--- config.mk ---
export PLATFORM = sky130hd
export DESIGN_NAME = adc_spi_sampler
export DESIGN_NICKNAME = d
export VERILOG_FILES = /design/src/rtl/adc_pkg.sv /design/src/rtl/adc_sclk_gen.sv /design/src/rtl/adc_spi_sampler.sv
export SDC_FILE = /design/constraint.sdc
export NUM_CORES = 1
export LEC_CHECK = 0
export ABC_AREA = 1
export BUFFER_PORTS_ARGS = -buffer_cell sky130_fd_sc_hd__buf_2
export CORE_MARGIN = 1
export CORE_UTILIZATION = 27
export DETAILED_ROUTE_END_ITERATION = 6
export GPL_TIMING_DRIVEN = 0
export PLACE_DENSITY = 0.52
export SETUP_SLACK_MARGIN = 0.05
export SLEW_MARGIN = 10
export SYNTH_ARGS = -nofsm -noshare
export SYNTH_HDL_FRONTEND = slang
export SYNTH_SLANG_ARGS = --single-unit
export TNS_END_PERCENT = 50
--- constraint.sdc ---
create_clock -name clk -period 2.43 [get_ports clk]
set_input_delay 0.3645 -clock clk [delete_from_list [all_inputs] [get_ports clk]]
set_output_delay 0.3645 -clock clk [all_outputs]
set_load 0.02 [all_outputs]
--- src/rtl/adc_pkg.sv ---
// ---------------------------------------------------------------------------
// adc_pkg: shared types and constants for the IR-sensor SPI ADC sampler.
// Revision: 1.0
// ---------------------------------------------------------------------------
`default_nettype none

package adc_pkg;

   localparam int ADC_WORD_W = 16;
   localparam int ADC_CNT_W  = 5;
   localparam logic [ADC_CNT_W-1:0] ADC_BITS = ADC_CNT_W'(ADC_WORD_W);

   typedef enum logic [2:0] {
      IDLE  = 3'd0,
      SETUP = 3'd1,
      SHIFT = 3'd2,
      HOLD  = 3'd3,
      DONE  = 3'd4
   } adc_state_t;

   typedef logic signed [ADC_WORD_W-1:0] adc_word_t;

endpackage

`default_nettype wire

--- src/rtl/adc_sclk_gen.sv ---
// ---------------------------------------------------------------------------
// adc_sclk_gen: SPI clock divider (CPOL=0), low half first, with edge strobes.
// Revision: 1.0
// ---------------------------------------------------------------------------
`default_nettype none

module adc_sclk_gen #(
   parameter int CLK_DIV = 4
) (
   input  logic clk,
   input  logic reset,
   input  logic i_en,
   output logic o_sclk,
   output logic o_rise_stb,
   output logic o_fall_stb
);

   localparam int DIV_W = $clog2(CLK_DIV);
   localparam logic [DIV_W-1:0] C_DIV_LAST = DIV_W'(CLK_DIV - 1);

   logic [DIV_W-1:0] r_cnt;
   logic             r_sclk;
   logic             w_edge;

   // Strobes mark the clk cycle whose closing edge toggles sclk.
   assign w_edge     = i_en && (r_cnt == C_DIV_LAST);
   assign o_rise_stb = w_edge && !r_sclk;
   assign o_fall_stb = w_edge && r_sclk;
   assign o_sclk     = r_sclk;

   always_ff @(posedge clk or posedge reset) begin
      if (reset) begin
         r_cnt  <= '0;
         r_sclk <= 1'b0;
      end else if (!i_en) begin
         r_cnt  <= '0;
         r_sclk <= 1'b0;
      end else if (w_edge) begin
         r_cnt  <= '0;
         r_sclk <= !r_sclk;
      end else begin
         r_cnt  <= r_cnt + 1'b1;
      end
   end

endmodule

`default_nettype wire

--- src/rtl/adc_spi_sampler.sv ---
// ---------------------------------------------------------------------------
// adc_spi_sampler: periodic 16-bit SPI ADC reader; define ADC_AVG_EN to
// publish the floor-average of every 2**AVG_LOG2 words.  Revision: 1.0
// ---------------------------------------------------------------------------
`default_nettype none

module adc_spi_sampler
   import adc_pkg::*;
#(
   parameter int CLK_DIV       = 4,
   parameter int SAMPLE_PERIOD = 100000,
   parameter int CS_SETUP      = 2,
   parameter int CS_HOLD       = 2,
   parameter int AVG_LOG2      = 2
) (
   input  logic      clk,
   input  logic      reset,
   input  logic      i_enable,
   input  logic      i_adc_miso,
   output logic      o_adc_sclk,
   output logic      o_adc_cs_n,
   output adc_word_t o_raw_adc_data,
   output logic      o_sample_valid,
   output logic      o_busy,
   output logic      o_overrun
);

   localparam int TMR_W  = (SAMPLE_PERIOD > 1) ? $clog2(SAMPLE_PERIOD) : 1;
   localparam int PH_MAX = (CS_SETUP > CS_HOLD) ? CS_SETUP : CS_HOLD;
   localparam int PH_W   = $clog2(PH_MAX + 1);
   localparam logic [TMR_W-1:0] C_TMR_LAST   = TMR_W'(SAMPLE_PERIOD - 1);
   localparam logic [PH_W-1:0]  C_SETUP_LAST = PH_W'(CS_SETUP - 1);
   localparam logic [PH_W-1:0]  C_HOLD_LAST  = PH_W'(CS_HOLD - 1);

   adc_state_t           r_state, w_next_state;
   logic [TMR_W-1:0]     r_timer;
   logic [PH_W-1:0]      r_phase;
   logic [ADC_CNT_W-1:0] r_bit_cnt;
   logic [ADC_WORD_W-1:0] r_shift;
   logic                 r_cs_n, r_busy, r_overrun, r_valid;
   adc_word_t            r_raw;
   logic                 w_tick, w_done, w_rise_stb, w_fall_stb, w_sclk;

   assign w_tick = i_enable && (r_timer == C_TMR_LAST);
   assign w_done = (r_state == DONE);

   always_ff @(posedge clk or posedge reset) begin
      if (reset)                    r_timer <= '0;
      else if (!i_enable || w_tick) r_timer <= '0;
      else                          r_timer <= r_timer + 1'b1;
   end

   adc_sclk_gen #(
      .CLK_DIV    (CLK_DIV)
   ) u_sclk_gen (
      .clk        (clk),
      .reset      (reset),
      .i_en       (r_state == SHIFT),
      .o_sclk     (w_sclk),
      .o_rise_stb (w_rise_stb),
      .o_fall_stb (w_fall_stb)
   );

   always_ff @(posedge clk or posedge reset) begin
      if (reset) r_state <= IDLE;
      else       r_state <= w_next_state;
   end

   always_comb begin
      w_next_state = r_state;
      case (r_state)
         IDLE:    if (w_tick) w_next_state = SETUP;
         SETUP:   if (r_phase == C_SETUP_LAST) w_next_state = SHIFT;
         SHIFT:   if (w_fall_stb && (r_bit_cnt == ADC_BITS)) w_next_state = HOLD;
         HOLD:    if (r_phase == C_HOLD_LAST) w_next_state = DONE;
         DONE:    w_next_state = IDLE;
         default: w_next_state = IDLE;
      endcase
   end

   // Phase counter times SETUP/HOLD; restarts on every state change.
   always_ff @(posedge clk or posedge reset) begin
      if (reset) begin
         r_phase   <= '0;
         r_bit_cnt <= '0;
         r_shift   <= '0;
      end else begin
         r_phase <= (w_next_state == r_state) ? r_phase + 1'b1 : '0;
         if (r_state != SHIFT) begin
            r_bit_cnt <= '0;
         end else if (w_rise_stb) begin
            r_bit_cnt <= r_bit_cnt + 1'b1;
            r_shift   <= {r_shift[ADC_WORD_W-2:0], i_adc_miso};
         end
      end
   end

   // Strobes and pin levels are registered from the next state to stay glitch-free.
   always_ff @(posedge clk or posedge reset) begin
      if (reset) begin
         r_cs_n    <= 1'b1;
         r_busy    <= 1'b0;
         r_overrun <= 1'b0;
      end else begin
         r_cs_n    <= !((w_next_state == SETUP) || (w_next_state == SHIFT));
         r_busy    <= (w_next_state != IDLE);
         r_overrun <= w_tick && (r_state != IDLE);
      end
   end

`ifdef ADC_AVG_EN
   localparam int ACC_W = ADC_WORD_W + AVG_LOG2;

   logic signed [ACC_W-1:0] r_acc, w_sum, w_avg;
   logic [AVG_LOG2-1:0]     r_avg_cnt;

   assign w_sum = r_acc + {{AVG_LOG2{r_shift[ADC_WORD_W-1]}}, r_shift};
   assign w_avg = w_sum >>> AVG_LOG2;

   always_ff @(posedge clk or posedge reset) begin
      if (reset) begin
         r_acc     <= '0;
         r_avg_cnt <= '0;
         r_raw     <= '0;
         r_valid   <= 1'b0;
      end else begin
         r_valid <= 1'b0;
         if (!i_enable) begin
            r_acc     <= '0;
            r_avg_cnt <= '0;
         end else if (w_done) begin
            if (&r_avg_cnt) begin
               r_raw     <= w_avg[ADC_WORD_W-1:0];
               r_valid   <= 1'b1;
               r_acc     <= '0;
               r_avg_cnt <= '0;
            end else begin
               r_acc     <= w_sum;
               r_avg_cnt <= r_avg_cnt + 1'b1;
            end
         end
      end
   end
`else
   if (AVG_LOG2 >= 0) begin : g_direct
      always_ff @(posedge clk or posedge reset) begin
         if (reset) begin
            r_raw   <= '0;
            r_valid <= 1'b0;
         end else begin
            r_valid <= w_done;
            if (w_done) r_raw <= r_shift;
         end
      end
   end
`endif

   assign o_adc_sclk     = w_sclk;
   assign o_adc_cs_n     = r_cs_n;
   assign o_raw_adc_data = r_raw;
   assign o_sample_valid = r_valid;
   assign o_busy         = r_busy;
   assign o_overrun      = r_overrun;

endmodule

`default_nettype wire

; Word level (Yosys, flattened, before mapping)
; Cells that the tools add are included.
[word_totals]
latchBits = 0
mem_bits_ro = 0
output_inout_bits = 21
mem_bits_rw = 0
reg_bits = 66
wordCells = 59
memories = 0
[op_classes]
addsub = 4
n_reduce_logical = 16
n_bitwise = 1
eq_ne = 13
n_mux = 13
n_shift = 0
n_div = 0
order_cmp = 0
multipliers = 0
[op_table]
columns = operator, count
row1 = $add A17 B1 Y17 const B, 1
row2 = $eq A17 B17 Y1 const B, 1
row3 = $mux W17, 1
row4 = $mux W3, 4
row5 = $pmux W3 S4, 1
row6 = $mux W5, 2
row7 = $eq A3 B2 Y1 const B, 3
row8 = $eq A3 B1 Y1 const B, 2
row9 = $logic_and A1 B1 Y1, 6
row10 = $mux W2, 3
row11 = $reduce_bool A3 Y1, 2
row12 = $add A5 B1 Y5 const B, 1
row13 = $eq A5 B5 Y1 const B, 1
row14 = $add A2 B1 Y2 const B, 2
row15 = $eq A3 B3 Y1, 1
row16 = $eq A3 B3 Y1 const B, 1
row17 = $logic_not A1 Y1, 3
row18 = $logic_not A3 Y1, 1
row19 = $ne A3 B2 Y1 const B, 1
row20 = $eq A2 B1 Y1 const B, 1
row21 = $eq A2 B2 Y1 const B, 1
row22 = $logic_or A1 B1 Y1, 2
row23 = $mux W1, 2
row24 = $ne A2 B2 Y1 const B, 1
row25 = other kinds (3), 3

; Logic depth before layout (Yosys ltp)
; Gate-level depths: netlist of the first run.
[logic_depth]
ltp_word = 9
ltp_mapped = 9

; By module
; A second synthesis of the first run with hierarchy kept.
[unflattened]
hier_cells = 334
hier_area_um2 = 2965.3
[modules_own_cells]
columns = module, instances, seq_area_each_um2, area_per_inst_um2, cells_per_inst
row1 = adc_spi_sampler, 1, 1577.8, 2826.5, 317
row2 = adc_sclk_gen, 1, 75.1, 138.9, 17

; Worst setup path before layout of the first run
; OpenSTA, ideal clock, no wires.
[synth_path]
path_kind = register to register
from = reg r_timer[0]
to = reg r_timer[12]
slack_ps = 1060
path_stages_with_launch = 10
n_path_buf = 1
setup_time_ps = 118
t_arrival_ps = 1252
required_ps = 2312
path_cell_list = dfrtp_1 -> ha_1 -> nand3_2 -> clkinv_2 -> nand3_2 -> nor2_2 -> nand2_2 -> nand2_4 -> buf_6 -> nor2_1
[synth_between]
elab_chain_cells = 4
word_cells_on_any_way = 5
cone_classes = add/sub: 1 / eq/ne: 1 / mux: 1 / reduce/logical: 2
[synth_rtl]
columns = item, line_no
row1 = from (decl), adc_spi_sampler.sv:36  ; logic [TMR_W-1:0] r_timer;
row2 = from (signal assigned), adc_spi_sampler.sv:50  ; else r_timer <= r_timer + 1'b1;
row3 = branches (longest 3 deep; another with $add A17 B1 Y17), n/a
row4 = $mux W17 (*), adc_spi_sampler.sv:49  ; else if (!i_enable || w_tick) r_timer <= '0;
; Every way passes the cells marked *.
; A chain may end at the register's enable or synchronous reset.

; Final worst setup path of the first run
; Same ends and word-level chain as after synthesis.

==> results of run 1 <==
-- state kept, by name (all words and copies together) (netlist names) --
name,cells
r_timer,17
o_adc_cs_n,1
r_phase,2
o_busy,1
o_sample_valid,1
u_sclk_gen.r_cnt,2
r_state,3
u_sclk_gen.o_sclk,1
r_shift,16
r_bit_cnt,5
o_raw_adc_data,16
o_overrun,1
-- layer usage --
| metal | GRT usage | vias to the layer above |
|---|---|---|
| met5 | 0 | - |
| met4 | 0.0323 | 0 |
| met3 | 0.0393 | 9 |
| met2 | 0.199 | 25 |
| met1 | 0.158 | 1058 |
| li1 | - | 1155 |
-- final cells by class --
type,instances,area share
repair buffers,26,0.0442
flip-flops and latches,66,0.464
plain buffers,7,0.0116
clock inverters,7,0.0305
multi-input cells,213,0.308
clock buffers,9,0.0347
well taps,140,0.0491
inverters,54,0.0579
-- cells in the final DEF, fill, tap and decap left out, types with 5 or more instances in the layout --
master | netlist | layout
sky130_fd_sc_hd__a21oi_1 | 5 | 5
sky130_fd_sc_hd__buf_2 | 5 | 29
sky130_fd_sc_hd__clkbuf_8 | 0 | 9
sky130_fd_sc_hd__dfrtp_1 | 65 | 65
sky130_fd_sc_hd__ha_1 | 5 | 5
sky130_fd_sc_hd__inv_1 | 51 | 50
sky130_fd_sc_hd__nand2_1 | 68 | 68
sky130_fd_sc_hd__nand3_1 | 8 | 8
sky130_fd_sc_hd__nand3_2 | 5 | 5
sky130_fd_sc_hd__nand4_1 | 9 | 9
sky130_fd_sc_hd__nor2_1 | 34 | 34
sky130_fd_sc_hd__nor2_2 | 6 | 6
sky130_fd_sc_hd__nor3_1 | 8 | 8
sky130_fd_sc_hd__o21ai_0 | 29 | 29
sky130_fd_sc_hd__o21ai_1 | 12 | 12
sky130_fd_sc_hd__xor2_1 | 6 | 6
-- power by group through the flow --
stage	Clock (mW)	Combinational (mW)	Sequential, mW
6_report	1.09	0.0563	1.11
5_1_grt	1.17	0.0675	1.11
4_1_cts	1.12	0.0598	1.11
3_5_place_dp	0	0.0584	1.13
3_3_place_gp	0	0.0511	1.13
2_1_floorplan	0	0.0355	1.13
-- worst max path at each step --
stage | from | to | slack (ns)
finish | r_timer[0] | r_timer[12] | 0.84
global route | r_timer[0] | r_timer[10] | 0.67
CTS | r_timer[0] | r_timer[14] | 0.80
detailed placement | r_timer[0] | r_timer[12] | 0.83
global placement | reset | r_bit_cnt[1] | -0.53
floorplan | reset | o_busy | 0.41
-- cell usage after synthesis, types with 5 or more instances --
master | n | area [um2]
sky130_fd_sc_hd__xor2_1 | 6 | 52.6
sky130_fd_sc_hd__o21ai_0 | 29 | 145
sky130_fd_sc_hd__o21ai_1 | 12 | 60.1
sky130_fd_sc_hd__dfrtp_1 | 65 | 1630
sky130_fd_sc_hd__inv_1 | 51 | 191
sky130_fd_sc_hd__a21oi_1 | 5 | 25.0
sky130_fd_sc_hd__nor2_2 | 6 | 37.5
sky130_fd_sc_hd__nand4_1 | 9 | 56.3
sky130_fd_sc_hd__buf_2 | 5 | 25.0
sky130_fd_sc_hd__nand3_1 | 8 | 40.0
sky130_fd_sc_hd__nand2_1 | 68 | 255
sky130_fd_sc_hd__nor2_1 | 34 | 128
sky130_fd_sc_hd__nand3_2 | 5 | 50.1
sky130_fd_sc_hd__nor3_1 | 8 | 40.0
sky130_fd_sc_hd__ha_1 | 5 | 62.6
-- stage by stage --
stage | setup slack (ns) | hold slack, ns
3_3_place_gp | -0.531 | 0.420
4_1_cts | 0.804 | 0.210
6_report | 0.838 | 0.214
3_5_place_dp | 0.829 | 0.348
5_1_grt | 0.675 | 0.211
2_1_floorplan | 0.412 | 0.408
-- worst reg2reg max path: stages (launching register included) --
cell	delay, ns
sky130_fd_sc_hd__dfrtp_1	0.39
sky130_fd_sc_hd__ha_1	0.24
sky130_fd_sc_hd__nand3_2	0.13
sky130_fd_sc_hd__clkinv_2	0.10
sky130_fd_sc_hd__nand3_2	0.06
sky130_fd_sc_hd__nor2_2	0.12
sky130_fd_sc_hd__nand2_2	0.09
sky130_fd_sc_hd__nand2_4	0.12
sky130_fd_sc_hd__buf_6	0.16
sky130_fd_sc_hd__nor2_1	0.06
-- kinds of logic after synthesis --
group	Yosys count	share of synthesized area
XOR/XNOR	7	0.0205
flip-flops	66	0.551
AO/OA/AOI/OAI	49	0.0835
adder cells (fa/ha/maj)	5	0.0209
buffers and inverters	61	0.0818
AND/OR/NAND/NOR	152	0.242
==> impl_results.rst, run 1 <==
.. list-table::
   :header-rows: 1

   * - Metric
     - Value
   * - Pins Over Slew Limit
     - 0
   * - Y dimension of the die
     - ~110 um
   * - Final critical path time including I/O delays and setup
     - 1.59 ns
   * - Top fanout value on the critical path
     - 10
   * - Number of nets still failing antenna checks after routing
     - 0
   * - Part of the Yosys area used for sequential elements
     - 0.551
   * - Proportion of power drawn by combinational gates
     - 0.025
   * - CTS Hold Bufs
     - 1
   * - Initial Utilization
     - 0.277
   * - Die Footprint
     - 11500 um2
   * - Finished Cell Area
     - 3570 um2
   * - 1st-pass router iterations
     - 4
   * - Global-route wire length before repair
     - 11000 um
   * - Cells after synthesis
     - 340
   * - Kind of launch point of the worst setup path
     - flop
   * - Count of max-cap constraint violations
     - 0
   * - Number of levels in the clock H-tree
     - 3
   * - Clock power frac
     - 0.482
   * - Number of input and output port buffers inserted
     - 24
   * - CTS tree
     - done
   * - Ant diodes
     - 0
   * - Status
     - finished, final reports clean
   * - Async set or reset register ratio after synthesis
     - 1.00
   * - Combined area of all synthesized cells
     - 3000 um2
   * - Ports placed on the boundary
     - 25
   * - Worst Max-Slew Pin Slew
     - 0.350 ns
   * - Required time reported for the critical path endpoint
     - 2.67 ns
   * - Switching part of the total
     - 0.236
   * - Site Rows
     - 38
   * - Reg-to-reg endpoint
     - r_timer[12]
   * - Final RePlAce weighted congestion
     - roughly 0.79
   * - Wire length per cell after detailed routing
     - 11.7 um
   * - Top sig layer
     - met4
   * - CP max stage delay
     - 0.39 ns
   * - Number of clock buffers inserted by TritonCTS
     - 9
   * - Crit. End Element
     - flop
   * - Number of global-route vias before repair
     - 2340
   * - Power Density
     - 633 nW/um2
   * - Gr usage total
     - 0.123
   * - DIE WIDTH
     - approximately 110 um
   * - Worst setup path class
     - reg2reg
   * - Number of standard cells in the final layout excluding fillers
     - between 500 and 600
   * - Filler Cells Inserted
     - 1160
   * - Net count after synthesis
     - 349
   * - Reported net switching power
     - 0.533 mW
   * - Setup repair after global routing missed its margin
     - no
   * - Final Hold Viols
     - 0
   * - Critical path cell sequence
     - ha_1 -> nand3_2 -> clkinv_2 -> nand3_2 -> nor2_2 -> nand2_2 -> nand2_4 -> buf_6 -> nor2_1
   * - Reg power frac
     - 0.493
   * - Number of DRC violations after detailed-routing iteration 0
     - 70
   * - Count of yosys warnings during synthesis
     - 0
   * - Clock tree root driver cell
     - sky130_fd_sc_hd__clkbuf_8
   * - Final-report setup violation count
     - 0
   * - Overall power
     - 2.26 mW
   * - Maximum clock rate
     - 0.628 GHz
   * - Area of the core region
     - 10800 um2
   * - Crit path buffers/inverters
     - 2
   * - Internal cell power
     - 1.72 mW
   * - Clk sinks
     - between 60 and 70
   * - Number of post-CTS setup repair buffers
     - 0
   * - Cell repeated most along the worst path
     - sky130_fd_sc_hd__nand3_2
   * - Share of the cycle needed by the critical path after routing
     - 0.655
   * - Final Core Density
     - 0.329
   * - Initial antenna violation count
     - 0
   * - Routed wl met2
     - 2880 um
   * - Bufs on Longest Clock Path
     - 2
   * - Placed cell areas
     - 3320 um2
   * - Drt total wl
     - 6130 um
   * - Crit. path cell count
     - 9
   * - Post-synthesis sequential element count
     - 66
   * - Cell family with the largest share of critical-path delay
     - simple AND/OR/NAND/NOR gates
   * - Synthesis-to-finish area growth
     - 18.9%
   * - Routed vias/inst
     - 4.30
   * - Worst-case vdd ir drop
     - around 0.22 mV
   * - Cells on Worst Hold Path
     - 3
   * - Total area of sequential cells
     - 1650 um2
   * - Post-detailed-route DRC marker count
     - 0
   * - Worst max-slew margin expressed relative to the limit
     - 0.765
   * - LEAKAGE
     - between 1.5 and 2 nW
   * - Vias after detailed routing
     - ~2200
   * - Path depth of the worst reg2reg path
     - 9
   * - Ys flop type
     - sky130_fd_sc_hd__dfrtp_1
   * - Clock-pin slew reported for the worst setup and hold paths after clock tree synthesis
     - 0.09 ns
   * - Critical hold path startpoint
     - i_adc_miso
   * - Crit path max-delay cell type
     - sky130_fd_sc_hd__dfrtp_1
   * - Capture endpoint of the worst hold path
     - r_shift[0]
   * - Average footprint of a synthesized cell
     - 8.82 um2
   * - Slack of the worst reg-to-reg path
     - 0.84 ns
   * - Post-synth cell types
     - 32
   * - Routed wl met3
     - approximately 180 um
   * - Critical path data arrival time
     - approximately 1.8 ns
   * - HP Class
     - in2reg
   * - Placed Cells incl. Taps
     - ~500
   * - Proportion of layout cells with a drive suffix above 1
     - 0.186
   * - Metal-1 WL
     - 2960 um
   * - Number of enable-type register cells in the synthesized netlist
     - 0
   * - Hpwl dp
     - 4420 um
   * - Largest net degree at the start of global routing
     - 47
   * - Gr ovfl total
     - 0
   * - Total of cells resized after clock tree synthesis
     - 0
   * - Clock latency reported for the late side of the worst-skew pair
     - 0.35 ns
   * - Reg2Reg Launch Point
     - r_timer[0]
   * - Largest clock skew in the final design
     - 0.0124 ns
   * - Total area of multi-input combinational cells
     - 1100 um2
   * - Setup_tns
     - 0 ns
   * - Post-layout net count
     - 386
Note: power is estimated with default switching activity, not from simulation.
==> run 2: changes to the inputs <==
ABC_AREA = 0   (was 1)
clock period = 1.5 ns   (was 2.43 ns; I/O delays follow)
==> run 2 against run 1 <==
Net effect:
- the flow now finishes with violations (negative setup slack)
- worst setup slack got worse by 1.1 ns
- fmax decreased by 12%
- clock skew decreased by 0.0050 ns
- largest power group unchanged
==> impl_results.rst, run 2 <==
.. list-table::
   :header-rows: 1

   * - Metric
     - Value
   * - Final RePlAce weighted congestion
     - 0.734 (was 0.793)
   * - Clock-pin slew reported for the worst setup and hold paths after clock tree synthesis
     - 0.08 ns (was 0.09 ns)
   * - Wire length per cell after detailed routing
     - 13.4 um (was 11.7 um)
   * - Most repeated cell in the gate-level netlist after synthesis
     - sky130_fd_sc_hd__dfrtp_1 (was sky130_fd_sc_hd__nand2_1)
   * - Clock tree root driver cell
     - sky130_fd_sc_hd__clkbuf_8 (unchanged)
   * - Commonest cells after routing, fill and taps aside
     - sky130_fd_sc_hd__dfrtp_1, sky130_fd_sc_hd__buf_2, sky130_fd_sc_hd__mux2_2, sky130_fd_sc_hd__mux2_4, sky130_fd_sc_hd__nor2_1 (was sky130_fd_sc_hd__nand2_1, sky130_fd_sc_hd__dfrtp_1, sky130_fd_sc_hd__inv_1, sky130_fd_sc_hd__nor2_1)
   * - Initial antenna violation count
     - 0 (unchanged)
   * - Setup repair after global routing missed its margin
     - yes (was no)
   * - Bufs on Longest Clock Path
     - 2 (unchanged)
   * - Cell family with the largest share of critical-path delay
     - simple AND/OR/NAND/NOR gates (unchanged)
   * - Status
     - finished with violations (was finished, final reports clean)
   * - Power Density
     - 1150 nW/um2 (was 633 nW/um2)
   * - Post-detailed-route DRC marker count
     - 0 (unchanged)
   * - Violations in the final reports
     - negative setup slack
   * - Largest register by flop count
     - r_timer (unchanged)
   * - Number of DRC violations after detailed-routing iteration 0
     - 46 (was 70)
   * - Setup slack of the critical path after layout
     - -0.312 ns (was 0.838 ns)
   * - Number of nets still failing antenna checks after routing
     - 0 (unchanged)
   * - LEAKAGE
     - 1.83 nW (was 1.68 nW)
   * - Average footprint of a synthesized cell
     - 12.7 um2 (was 8.82 um2)
   * - Net count after synthesis
     - 233 (was 349)
   * - Routed vias/inst
     - 4.46 (was 4.30)
   * - Drt total wl
     - 5610 um (was 6130 um)
   * - Ys flop type
     - sky130_fd_sc_hd__dfrtp_1 (unchanged)
   * - Area of the core region
     - 10300 um2 (was 10800 um2)
   * - Worst max-slew margin expressed relative to the limit
     - 0.803 (was 0.765)
   * - Critical path data arrival time
     - 2.08 ns (was 1.83 ns)
   * - Share of the cycle needed by the critical path after routing
     - 1.21 (was 0.655)
   * - Top fanout value on the critical path
     - 3 (was 10)
   * - Die Footprint
     - 11000 um2 (was 11500 um2)
   * - Number of global-route vias before repair
     - 1900 (was 2340)
   * - Number of levels in the clock H-tree
     - 3 (unchanged)
   * - Final critical path time including I/O delays and setup
     - 1.81 ns (was 1.59 ns)
   * - Hpwl dp
     - 3360 um (was 4420 um)
   * - Required time reported for the critical path endpoint
     - 1.76 ns (was 2.67 ns)
   * - Critical path cell sequence
     - or4b_4 -> nor4_4 -> buf_4 -> a221oi_1 -> a211o_1 (was ha_1 -> nand3_2 -> clkinv_2 -> nand3_2 -> nor2_2 -> nand2_2 -> nand2_4 -> buf_6 -> nor2_1)
   * - Number of standard cells in the final layout excluding fillers
     - 418 (was 522)
   * - Count of yosys warnings during synthesis
     - 0 (unchanged)
   * - Combined area of all synthesized cells
     - 2850 um2 (was 3000 um2)
   * - Placed Cells incl. Taps
     - 386 (was 505)
   * - Post-synthesis sequential element count
     - 66 (unchanged)
   * - Worst setup path class
     - reg2reg (unchanged)
   * - Clock latency reported for the late side of the worst-skew pair
     - 0.34 ns (was 0.35 ns)
   * - Synthesis-to-finish area growth
     - 32.4% (was 18.9%)
   * - Y dimension of the die
     - 105 um (was 107 um)
   * - Commonest cells in the netlist
     - sky130_fd_sc_hd__dfrtp_1, sky130_fd_sc_hd__mux2_2, sky130_fd_sc_hd__nor2_1 (was sky130_fd_sc_hd__nand2_1, sky130_fd_sc_hd__dfrtp_1, sky130_fd_sc_hd__inv_1)
   * - Dominant cell type by area after synthesis
     - sky130_fd_sc_hd__dfrtp_1 (unchanged)
   * - Async set or reset register ratio after synthesis
     - 1.00 (unchanged)
   * - Vias after detailed routing
     - 1864 (was 2247)
   * - Maximum clock rate
     - 0.552 GHz (was 0.628 GHz)
   * - CP max stage delay
     - 0.57 ns (was 0.39 ns)
   * - Final Hold Viols
     - 0 (unchanged)
   * - Kind of launch point of the worst setup path
     - flop (unchanged)
   * - Pins Over Slew Limit
     - 0 (unchanged)
   * - Gr ovfl total
     - 0 (unchanged)
   * - Leading cell type in the layout, fill and taps excluded
     - sky130_fd_sc_hd__dfrtp_1 (was sky130_fd_sc_hd__nand2_1)
   * - Post-synth cell types
     - 39 (was 32)
   * - Number of enable-type register cells in the synthesized netlist
     - 0 (unchanged)
   * - Ports placed on the boundary
     - 25 (unchanged)
   * - Crit. End Element
     - flop (unchanged)
   * - Largest clock skew in the final design
     - 0.00737 ns (was 0.0124 ns)
   * - Overall power
     - 4.33 mW (was 2.26 mW)
   * - Final-report setup violation count
     - 24 (was 0)
   * - Initial Utilization
     - 0.277 (about the same)
   * - Crit path max-delay cell type
     - sky130_fd_sc_hd__or4b_4 (was sky130_fd_sc_hd__dfrtp_1)
   * - Crit path buffers/inverters
     - 1 (was 2)
   * - Clk sinks
     - 66 (unchanged)
   * - Worst Max-Slew Pin Slew
     - 0.293 ns (was 0.350 ns)
   * - Gr usage total
     - 0.108 (was 0.123)
   * - Synth area leaders
     - sky130_fd_sc_hd__dfrtp_1, sky130_fd_sc_hd__mux2_2, sky130_fd_sc_hd__xor2_1 (was sky130_fd_sc_hd__dfrtp_1, sky130_fd_sc_hd__nand2_1, sky130_fd_sc_hd__inv_1)
   * - HP Class
     - in2reg (unchanged)
   * - DIE WIDTH
     - 105 um (was 107 um)
   * - Synth top area share
     - 0.570 (was 0.543)
   * - CTS tree
     - done (unchanged)
   * - Number of input and output port buffers inserted
     - 24 (unchanged)
   * - Worst-case vdd ir drop
     - 0.572 mV (was 0.220 mV)
   * - Largest net degree at the start of global routing
     - 33 (was 47)
   * - Number of clock buffers inserted by TritonCTS
     - 9 (unchanged)
   * - Global-route wire length before repair
     - 9320 um (was 11000 um)
   * - Ant diodes
     - 0 (unchanged)
   * - Part of the Yosys area used for sequential elements
     - 0.580 (was 0.551)
   * - Site Rows
     - 37 (was 38)
   * - 1st-pass router iterations
     - 4 (unchanged)
   * - Largest register FFs
     - 17 (unchanged)
   * - Post-layout net count
     - 286 (was 386)
   * - Proportion of layout cells with a drive suffix above 1
     - 0.443 (was 0.186)
   * - Count of max-cap constraint violations
     - 0 (unchanged)
   * - Cells after synthesis
     - 224 (was 340)
## run 2: kinds of logic (layout without fill, tap and decap cells)
| group | Yosys count | after routing | share of synthesized area |
|---|---|---|---|
| simple gates | 72 | 72 | 0.148 |
| mux | 32 | 32 | 0.126 |
| fa+ha+maj | 5 | 5 | 0.0219 |
| xor+xnor | 19 | 19 | 0.0584 |
| buf+inv | 17 | 75 | 0.0338 |
| compound gates | 13 | 13 | 0.0316 |
| flops | 66 | 66 | 0.580 |
## run 2: per-layer routing
layer,vias up,GRT usage,share of wire
met4,0,0.0453,0.015
li1,890,-,-
met1,934,0.141,0.51
met2,31,0.163,0.44
met3,9,0.0381,0.038
met5,-,0,0
## run 2: per-stage QoR
stage	setup TNS, ns	hold slack (ns)	setup slack (ns)	utilization	instance area (um2)
3_5_place_dp	-20.93	0.182	-0.604	0.310	3190
3_3_place_gp	-20.51	0.426	-0.579	0.306	3150
2_1_floorplan	-7.85	0.325	-0.288	-	2860
5_1_grt	-6.92	0.102	-0.375	0.367	3780
6_report	-5.05	0.115	-0.312	0.367	3780
4_1_cts	-5.92	0.0998	-0.313	0.362	3720
## run 2: final cells by class
type,instances,area (um2)
tap,136,170
sequential,66,1660
buffer,7,85.1
fill,1037,6500
inverter,5,22.5
multi-input combinational,141,1240
clock inverter,6,66.3
timing repair buffer,47,413
clock buffer,10,128
## run 2: worst paths after layout
kind                              from                 end  slack, ns  depth (start not counted)
max                        r_timer[11]          o_adc_cs_n      -0.31                          5
max in group asynchronous        reset  o_raw_adc_data[14]       0.49                          5
max reg2reg                r_timer[11]          o_adc_cs_n      -0.31                          5
min reg2reg                 r_phase[0]          r_phase[0]       0.44                          1
min in group asynchronous        reset   u_sclk_gen.o_sclk       0.36                          3
min                         i_adc_miso          r_shift[0]       0.11                          2
## run 2: repair_timing
item / in CTS / in global routing
cloned: 1 / 0
hold buffers: 1 / 0
hold endpoints to repair: 8 / 0
endpoints found under the setup margin: 62 / 57
pin swaps: 10 / 4
setup buffers: 16 / 3
resized for setup: 43 / 14
## run 2: power by group
part	leakage [nW]	switching [mW]	internal [mW]
combinational	0.828	0.418	0.488
clock	0.0889	0.717	0.770
sequential	0.911	0.0545	1.89
==> run 3: changes to the inputs <==
TNS_END_PERCENT = default   (was 50)
==> run 3 against run 2 <==
Net effect:
- routed wire length down 3.0%
- non-clock buffer count down 5
- die area unchanged
- largest power group unchanged
- the run still ends with negative setup slack left
- sequential share of layout area up 0.99 points
- worst hold slack worse by 0.0089 ns
- worst setup slack worse by 0.0042 ns
- sequential power about the same
- clock power down 7%
- fmax down 0.23%
==> impl_results.rst, run 3 (synthesis gave the netlist of run 2 again) <==
.. list-table::
   :header-rows: 1

   * - Metric
     - Value
   * - Routed vias/inst
     - 4.39 (was 4.46)
   * - Total area of multi-input combinational cells
     - 1220 um2 (was 1240 um2)
   * - Switching part of the total
     - 0.291 (was 0.274)
   * - Total area of sequential cells
     - 1650 um2 (was 1660 um2)
   * - Number of global-route vias before repair
     - 1897 (was 1900)
   * - Number of standard cells in the final layout excluding fillers
     - 413 (was 418)
   * - Global-route wire length before repair
     - 9490 um (was 9320 um)
   * - Worst-case vdd ir drop
     - 0.475 mV (was 0.572 mV)
   * - Clk sinks
     - 66 (unchanged)
   * - Final Hold Viols
     - 0 (unchanged)
   * - Final critical path time including I/O delays and setup
     - 1.82 ns (was 1.81 ns)
   * - Hpwl dp
     - 3310 um (was 3360 um)
   * - Die Footprint
     - 11000 um2 (unchanged)
   * - Routing usage on met3
     - 0.0381 (unchanged)
   * - Gr usage total
     - 0.110 (was 0.108)
   * - Gr ovfl total
     - 0 (unchanged)
   * - Y dimension of the die
     - 105 um (unchanged)
   * - Setup slack of the critical path after layout
     - -0.316 ns (was -0.312 ns)
   * - Post-detailed-route DRC marker count
     - 0 (unchanged)
   * - Power Density
     - 1110 nW/um2 (was 1150 nW/um2)
   * - Initial Utilization
     - 0.277 (unchanged)
   * - Crit. End Element
     - flop (unchanged)
   * - Overall power
     - 4.11 mW (was 4.33 mW)
   * - LEAKAGE
     - 1.78 nW (was 1.83 nW)
   * - Proportion of layout cells with a drive suffix above 1
     - 0.412 (was 0.443)
   * - Area of the core region
     - 10300 um2 (unchanged)
   * - Status
     - finished with violations (unchanged)
   * - Violations in the final reports
     - negative setup slack (unchanged)
   * - Number of input and output port buffers inserted
     - 24 (unchanged)
   * - Setup repair after global routing missed its margin
     - yes (unchanged)
   * - Bufs on Longest Clock Path
     - 2 (unchanged)
   * - Largest register by flop count
     - r_timer (unchanged)
   * - HP Class
     - in2reg (unchanged)
   * - Internal cell power
     - 2.91 mW (was 3.14 mW)
   * - Initial antenna violation count
     - 0 (unchanged)
   * - Share of the cycle needed by the critical path after routing
     - 1.21 (about the same)
   * - Critical path data arrival time
     - 2.04 ns (was 2.08 ns)
   * - Met1 Resource Use GR
     - 0.145 (was 0.141)
   * - Largest clock skew in the final design
     - 0.0138 ns (was 0.00737 ns)
   * - Worst setup path class
     - reg2reg (unchanged)
   * - Vias after detailed routing
     - 1814 (was 1864)
   * - Clock latency reported for the late side of the worst-skew pair
     - 0.34 ns (about the same)
   * - Kind of launch point of the worst setup path
     - flop (unchanged)
   * - Reported net switching power
     - 1.20 mW (was 1.19 mW)
   * - Clock tree root driver cell
     - sky130_fd_sc_hd__clkbuf_8 (unchanged)
   * - Largest register FFs
     - 17 (unchanged)
   * - Clock power frac
     - 0.338 (was 0.343)
   * - Synthesis-to-finish area growth
     - 29.3% (was 32.4%)
   * - Final RePlAce weighted congestion
     - 0.746 (was 0.734)
   * - M2 GR Usage
     - 0.166 (was 0.163)
   * - Clock-pin slew reported for the worst setup and hold paths after clock tree synthesis
     - 0.09 ns (was 0.08 ns)
   * - Largest net degree at the start of global routing
     - 38 (was 33)
   * - Ant diodes
     - 0 (unchanged)
   * - Maximum clock rate
     - 0.551 GHz (was 0.552 GHz)
   * - Wire length per cell after detailed routing
     - 13.2 um (was 13.4 um)
   * - Top fanout value on the critical path
     - 10 (was 3)
   * - Worst max-slew margin expressed relative to the limit
     - 0.556 (was 0.803)
   * - Drt total wl
     - 5440 um (was 5610 um)
   * - Worst Max-Slew Pin Slew
     - 0.664 ns (was 0.293 ns)
   * - Filler Cells Inserted
     - 1037 (unchanged)
   * - Final-report setup violation count
     - 38 (was 24)
   * - Pins Over Slew Limit
     - 0 (unchanged)
   * - CTS tree
     - done (unchanged)
   * - Count of max-cap constraint violations
     - 0 (unchanged)
   * - Proportion of power drawn by combinational gates
     - 0.196 (was 0.209)
   * - 1st-pass router iterations
     - 4 (unchanged)
   * - Number of nets still failing antenna checks after routing
     - 0 (unchanged)
   * - Leading cell type in the layout, fill and taps excluded
     - sky130_fd_sc_hd__dfrtp_1 (unchanged)
   * - Commonest cells after routing, fill and taps aside
     - sky130_fd_sc_hd__dfrtp_1, sky130_fd_sc_hd__buf_2, sky130_fd_sc_hd__nor2_1, sky130_fd_sc_hd__mux2_2, sky130_fd_sc_hd__mux2_4 (was sky130_fd_sc_hd__dfrtp_1, sky130_fd_sc_hd__buf_2, sky130_fd_sc_hd__mux2_2, sky130_fd_sc_hd__mux2_4, sky130_fd_sc_hd__nor2_1)
   * - Number of clock buffers inserted by TritonCTS
     - 9 (unchanged)
   * - Placed Cells incl. Taps
     - 385 (was 386)
   * - Site Rows
     - 37 (unchanged)
   * - Required time reported for the critical path endpoint
     - 1.73 ns (was 1.76 ns)
   * - Post-layout net count
     - 281 (was 286)
   * - Ports placed on the boundary
     - 25 (unchanged)
   * - Reg power frac
     - 0.466 (was 0.448)
   * - Busiest metal layer after global routing
     - met2 (unchanged)
   * - Number of levels in the clock H-tree
     - 3 (unchanged)
   * - DIE WIDTH
     - 105 um (unchanged)
   * - Number of DRC violations after detailed-routing iteration 0
     - 51 (was 46)
run 3: changes by cell type in the layout (fill, tap and decap cells not counted), moves of 3 or more:
| cell | delta |
|---|---|
| sky130_fd_sc_hd__buf_12 | -3 |
| sky130_fd_sc_hd__buf_4 | -3 |
| sky130_fd_sc_hd__inv_6 | +3 |
| sky130_fd_sc_hd__nor2_1 | +4 |
| sky130_fd_sc_hd__nor2_2 | -4 |
run 3: final cells by class:
| type | instances | area share |
|---|---|---|
| buffer | 9 | 0.0333 |
| clock buffer | 9 | 0.0336 |
| clock inverter | 7 | 0.0159 |
| inverter | 5 | 0.00611 |
| multi-input combinational | 141 | 0.331 |
| sequential | 66 | 0.448 |
| tap | 136 | 0.0461 |
| timing repair buffer | 40 | 0.0855 |
run 3: final timing paths:
path / startpoint / end / slack (ns) / cells past startpoint
setup / recovery: r_timer[8] / r_timer[13] / -0.32 / 6
hold / removal: i_adc_miso / r_shift[0] / 0.11 / 2
setup reg to reg: r_timer[8] / r_timer[13] / -0.32 / 6
hold reg to reg: r_phase[0] / r_phase[0] / 0.44 / 1
max in group asynchronous: reset / r_shift[10] / 0.38 / 4
min in group asynchronous: reset / r_shift[4] / 0.52 / 3
run 3: power groups by stage:
| stage | Clock [mW] | Sequential [mW] | Combinational, mW |
|---|---|---|---|
| after floorplan | 0 | 1.98 | 0.452 |
| after global placement | 0 | 1.95 | 0.609 |
| after detailed placement | 0 | 1.95 | 0.618 |
| after CTS | 1.46 | 1.92 | 0.769 |
| after global routing | 1.53 | 1.93 | 0.879 |
| final | 1.39 | 1.92 | 0.804 |
run 3: worst max-delay path, stage by stage, from the launching register on:
cell and delay [ns]:
sky130_fd_sc_hd__dfrtp_1 0.40, sky130_fd_sc_hd__or4b_4 0.57, sky130_fd_sc_hd__nor4_4 0.28, sky130_fd_sc_hd__nand2b_1 0.16, sky130_fd_sc_hd__buf_6 0.14, sky130_fd_sc_hd__buf_12 0.12, sky130_fd_sc_hd__nor2_1 0.04
run 3: per-stage QoR:
stage / cell area, um2 / util / setup WS [ns] / TNS (ns) / hold slack [ns]
after global routing: 3690 / 0.359 / -0.418 / -8.79 / 0.0757
after CTS: 3610 / 0.351 / -0.312 / -5.69 / 0.0801
final: 3690 / 0.359 / -0.316 / -5.81 / 0.106
after detailed placement: 3220 / 0.313 / -0.471 / -9.99 / 0.366
after global placement: 3200 / 0.312 / -0.449 / -9.84 / 0.423
after floorplan: 2910 / - / -0.287 / -4.43 / 0.325
run 3: layer usage:
| metal | routed length [um] | part of all wire | vias up |
|---|---|---|---|
| li1 | - | - | 883 |
| met1 | 2710 | 0.50 | 900 |
| met2 | 2490 | 0.46 | 26 |
| met3 | 175 | 0.032 | 5 |
| met4 | 64 | 0.012 | 0 |
| met5 | 0 | 0 | - |
run 3: timing repair:
action	4_1_cts	5_1_grt
hold buffers	1	0
setup buffers	11	2
setup endpoints to repair	51	59
endpoints found under the hold margin	28	0
gates cloned	1	0
gates resized for setup	19	16
pin swaps	10	7
